==> src/rtl/circular_ras.sv <==
// rtl/circular_ras.sv - circular return-address stack with one checkpoint
//
// Purpose: DEPTH-entry circular return-address stack. A push on a full stack
//   overwrites the oldest entry. A single checkpoint of {ptr, count} can be
//   saved and restored. Entries are never recovered on restore.
//
// Ports:
//   clk_i, rst_i     clock; asynchronous active-high reset
//   flush_i          clear pointer, count and checkpoint
//   push_i, push_addr_i   call: push return address
//   pop_i            return: pop top entry
//   ckpt_save_i      snapshot {ptr, count}
//   ckpt_restore_i   reload {ptr, count} from snapshot
//   top_o, top_valid_o, count_o   combinational view of registered state
//   overflow_o       push on full stack overwrote the oldest entry this cycle
//   underflow_o      pop on empty stack this cycle
module circular_ras #(
  parameter int unsigned VLEN  = 64,
  parameter int unsigned DEPTH = 2
) (
  input  logic                       clk_i,
  input  logic                       rst_i,
  input  logic                       flush_i,
  input  logic                       push_i,
  input  logic [VLEN-1:0]            push_addr_i,
  input  logic                       pop_i,
  input  logic                       ckpt_save_i,
  input  logic                       ckpt_restore_i,
  output logic [VLEN-1:0]            top_o,
  output logic                       top_valid_o,
  output logic [$clog2(DEPTH+1)-1:0] count_o,
  output logic                       overflow_o,
  output logic                       underflow_o
);

  localparam int unsigned PW = $clog2(DEPTH);
  localparam int unsigned CW = $clog2(DEPTH+1);
  localparam logic [CW-1:0] FULL = CW'(DEPTH);

  logic [VLEN-1:0] mem_q [DEPTH];
  logic [VLEN-1:0] mem_d [DEPTH];
  logic [PW-1:0]   ptr_q, ptr_d;
  logic [CW-1:0]   cnt_q, cnt_d;
  logic [PW-1:0]   ckpt_ptr_q, ckpt_ptr_d;
  logic [CW-1:0]   ckpt_cnt_q, ckpt_cnt_d;
  logic            overflow, underflow;
  logic [PW-1:0]   ptr_inc, ptr_dec;

  // DEPTH is a power of two, so the pointer wraps by natural overflow.
  assign ptr_inc = ptr_q + PW'(1);
  assign ptr_dec = ptr_q - PW'(1);

  always_comb begin
    mem_d      = mem_q;
    ptr_d      = ptr_q;
    cnt_d      = cnt_q;
    ckpt_ptr_d = ckpt_ptr_q;
    ckpt_cnt_d = ckpt_cnt_q;
    overflow   = 1'b0;
    underflow  = 1'b0;
    if (flush_i) begin
      ptr_d      = '0;
      cnt_d      = '0;
      ckpt_ptr_d = '0;
      ckpt_cnt_d = '0;
    end else if (ckpt_restore_i) begin
      ptr_d = ckpt_ptr_q;
      cnt_d = ckpt_cnt_q;
    end else begin
      if (ckpt_save_i) begin
        ckpt_ptr_d = ptr_q;
        ckpt_cnt_d = cnt_q;
      end
      if (push_i && pop_i && cnt_q != '0) begin
        // Call and return together: replace the top entry in place.
        mem_d[ptr_q] = push_addr_i;
      end else if (push_i) begin
        // Also covers push+pop on empty, which behaves as a plain push.
        ptr_d          = ptr_inc;
        mem_d[ptr_inc] = push_addr_i;
        if (cnt_q == FULL) begin
          overflow = ~pop_i;
        end else begin
          cnt_d = cnt_q + CW'(1);
        end
      end else if (pop_i) begin
        if (cnt_q == '0) begin
          underflow = 1'b1;
        end else begin
          ptr_d = ptr_dec;
          cnt_d = cnt_q - CW'(1);
        end
      end
    end
  end

  always_ff @(posedge clk_i or posedge rst_i) begin
    if (rst_i) begin
      for (int i = 0; i < int'(DEPTH); i++) begin
        mem_q[i] <= '0;
      end
      ptr_q      <= '0;
      cnt_q      <= '0;
      ckpt_ptr_q <= '0;
      ckpt_cnt_q <= '0;
    end else begin
      mem_q      <= mem_d;
      ptr_q      <= ptr_d;
      cnt_q      <= cnt_d;
      ckpt_ptr_q <= ckpt_ptr_d;
      ckpt_cnt_q <= ckpt_cnt_d;
    end
  end

  assign top_o       = (cnt_q != '0) ? mem_q[ptr_q] : '0;
  assign top_valid_o = (cnt_q != '0);
  assign count_o     = cnt_q;
  // Reset is asynchronous, so the flags are masked directly by rst_i.
  assign overflow_o  = overflow & ~rst_i;
  assign underflow_o = underflow & ~rst_i;

endmodule

==> config.mk <==
export PLATFORM = sky130hd
export DESIGN_NAME = circular_ras
export DESIGN_NICKNAME = d
export VERILOG_FILES = /design/src/rtl/circular_ras.sv
export SDC_FILE = /design/constraint.sdc
export NUM_CORES = 1
export LEC_CHECK = 0
export BUFFER_PORTS_ARGS = -buffer_cell sky130_fd_sc_hd__buf_2
export CAP_MARGIN = 20
export CORE_MARGIN = 2
export CORE_UTILIZATION = 50
export CTS_CLUSTER_SIZE = 16
export DETAILED_ROUTE_END_ITERATION = 10
export PLACE_DENSITY = 0.82
export SETUP_SLACK_MARGIN = 0.15
export SLEW_MARGIN = 20
export SYNTH_ARGS = -nofsm -noshare
export SYNTH_HDL_FRONTEND = slang
export SYNTH_SLANG_ARGS = --single-unit
==> constraint.sdc <==
create_clock -name clk_i -period 3.5 [get_ports clk_i]
set_clock_uncertainty 0.1 [all_clocks]
set_input_delay 0.175 -clock clk_i [delete_from_list [all_inputs] [get_ports clk_i]]
set_output_delay 0.175 -clock clk_i [all_outputs]
set_load 0.02 [all_outputs]
==> metrics.md <==
| Metric | Value |
|---|---|
| Clk sinks | `134` |
| Worst reg2reg path startpoint | `count_o[0]` |
| Worst Path Required | `3700 ps` |
| Count of cell types in the netlist | `27` |
| Largest net degree at the start of global routing | `48` |
| 1st-iter DRT viols | `260` |
| Post-CTS setup buffers | `0` |
| Syn Nets | `533` |
| Final layout net count | `735` |
| Initial antenna violation count | `1` |
| DR pass1 iterations | `4` |
| Max-slew violations | `0` |
| Later-pin clock latency in the skew report | `410 ps` |
| Post-Syn Instances | `462` |
| Synthesized area per cell | `14.2 um2` |
| Port Buf Inserts | `139` |
| Post-synth EDFFs | `0` |
| Synth top area share | `51.1%` |
| Layout cells sized above 1 | `46.2%` |
| Root buffer cell | `clkbuf_16` |
| Tmin final | `2440 ps` |
| TritonCTS clock tree | `built` |
| Vias in the first global route | `4833` |
| # IOs | `140` |
| Run status | `complete, no violations` |
| Tcrit/Tclk final | `69.7%` |
| Gr busiest metal | `met2` |
| Worst hold start | `pop_i` |
| Via-to-Cell Ratio | `5.15` |
| Pwr Density | `634 nW/um2` |
| Clk slew on worst S/H paths | `60 ps` |
| Dpl ws | `1070 ps` |
| Slew margin rel. | `62.8%` |
| Unrepaired setup endpoints after global routing | `no` |
| Final Wtd Congestion | `0.767` |
| Endpoint type of the worst setup path | `flop` |
| Critical path peak fanout | `41` |
| DRC Markers | `0` |
| M2 GR Usage | `37.2%` |
| P_leak | `4.43 nW` |
| GRT overflow | `0` |
| Wire per inst | `17.4 um` |
| Num rows | `41` |
| H-tree depth | `4` |
| Total routed wirelength | `14.8 mm` |
| R2r worst-path depth | `5` |
| Syn-to-layout area delta | `32.9%` |
| Hold Fails Final Rpt | `0` |
| Synth area leaders | `dfrtp_1 51%, mux2_4 25%, mux2i_1 10%, nor2_1 4.1%, mux2_2 3.3%` |
| Clock Tree Buf Depth | `2` |
| Seq/Total Area, Yosys | `51.1%` |
| Most common library cells after synthesis | `134 x dfrtp_1, 109 x mux2_4, 71 x nor2_1, 67 x mux2i_1, 19 x mux2_2` |
| Detail Route Antenna Nets | `0` |
| WP data arrival | `2640 ps` |
| Syn. warnings | `0` |
| CP Launch Type | `flop` |
| Hold/Removal Path Class | `in -> reg` |
| Setup TNS | `0 ps` |
| Die area | `14100 um2` |
| Fmax | `0.410 GHz` |
| Setup-failing EPs final | `0` |
| Worst Hold Margin | `14.6 ps` |
| Die height | `119 um` |
| Async S/R FF share, synth | `100%` |
| Dpl cells | `750` |
| Final HPWL DP | `8.97 mm` |
| Global-route wire length before repair | `24.5 mm` |
| Type of the worst setup path | `reg -> reg` |
| Yosys reg bits | `134` |
| Die width | `119 um` |
| Finished Core Util | `68.6%` |
| Ys flop type | `dfrtp_1` |
| Met1 Track Usage GR | `27.5%` |
| Synthesized area | `6560 um2` |
| Setup ws final | `1060 ps` |
| CP startpoint | `count_o[0]` |
| # Max-Cap Violations | `0` |
| Slew @ Worst Pin | `556 ps` |
| Maximum VDD drop | `0.382 mV` |
| Initial core utilization | `51.6%` |
| Area leader, netlist | `dfrtp_1` |
| Number of cells on the worst hold path | `3` |
| Most frequent cell after synthesis | `dfrtp_1` |
| Met3 usage | `5.60%` |
| Total number of vias | `4377` |
| All-Layer GR Usage | `22.1%` |
| Cts bufs inserted | `17` |
| Core ar. | `12700 um2` |
| Post-Layout Cell Count | `850` |
worst paths after layout:
path                       slack, ps    endpoint
min in group asynchronous        290  mem_q[126]
min reg2reg                      410   mem_q[70]
max                             1060    mem_q[8]
max reg2reg                     1060    mem_q[8]
max in group asynchronous       2100  mem_q[105]
min                               10  count_o[0]
through the flow:
| step | power, mW | area (um2) |
|---|---|---|
| floorplan | 3.19 | 6570 |
| global route | 5.78 | 8720 |
| finish | 5.53 | 8720 |
| CTS | 5.56 | 8720 |
| global placement | 3.42 | 7360 |
| detailed placement | 3.51 | 7390 |
per-layer routing:
metal / part of all wire (%) / vias up
met3: 4.5 / 21
met2: 49 / 132
met4: 1.6 / 0
li1: - / 2004
met5: 0 / -
met1: 45 / 2220
critical path, stage by stage (launching register included):
cell	delay [ps]
dfrtp_1	530
o21ai_4	240
xor2_1	270
nand3_4	420
buf_12	390
mux2_4	330
power by group:
part	internal, mW	switching, mW
Sequential	1.99	0.265
Clock	1.32	0.643
Combinational	0.811	0.494
Total	4.13	1.40
registers in the layout, summed over array words and instances (netlist names):
register    flops
ckpt_cnt_q      2
ckpt_ptr_q      1
count_o         2
mem_q         128
ptr_q           1
logic make-up (layout without fill, tap and decap cells):
kind of cell | count (synthesis) | count (layout) | share of synthesized area [%]
AOI/OAI and AO/OA | 8 | 8 | 1.01
xor gates and xnor gates | 1 | 1 | 0.133
buffers and inverters | 36 | 251 | 3.89
DFF | 134 | 134 | 51.1
muxes | 195 | 195 | 38.4
other | 0 | 1 | 0
and+or+nand+nor | 88 | 88 | 5.47
what timing repair did:
action / CTS / global route
resized for setup: 0 / 0
hold buffers: 67 / 0
hold endpoints to repair: 153 / 0
placed cells by master (no fill, tap or decap), drive strengths merged, types with 24 or more instances in the layout:
cell type,count
mux2i,67
dfrtp,134
mux2,128
buf,148
dlygate4sd3,67
nor2,71
clkbuf,24
layout make-up:
class,count,area (um2)
fill,884,4000
tap,172,215
clock buffer,24,522
sequential,134,3360
multi-input combinational,292,2980
antenna,1,2.50
timing repair buffer,215,1490
inverter,4,18.8
clock inverter,8,140
(Power assumes the default switching activity.)
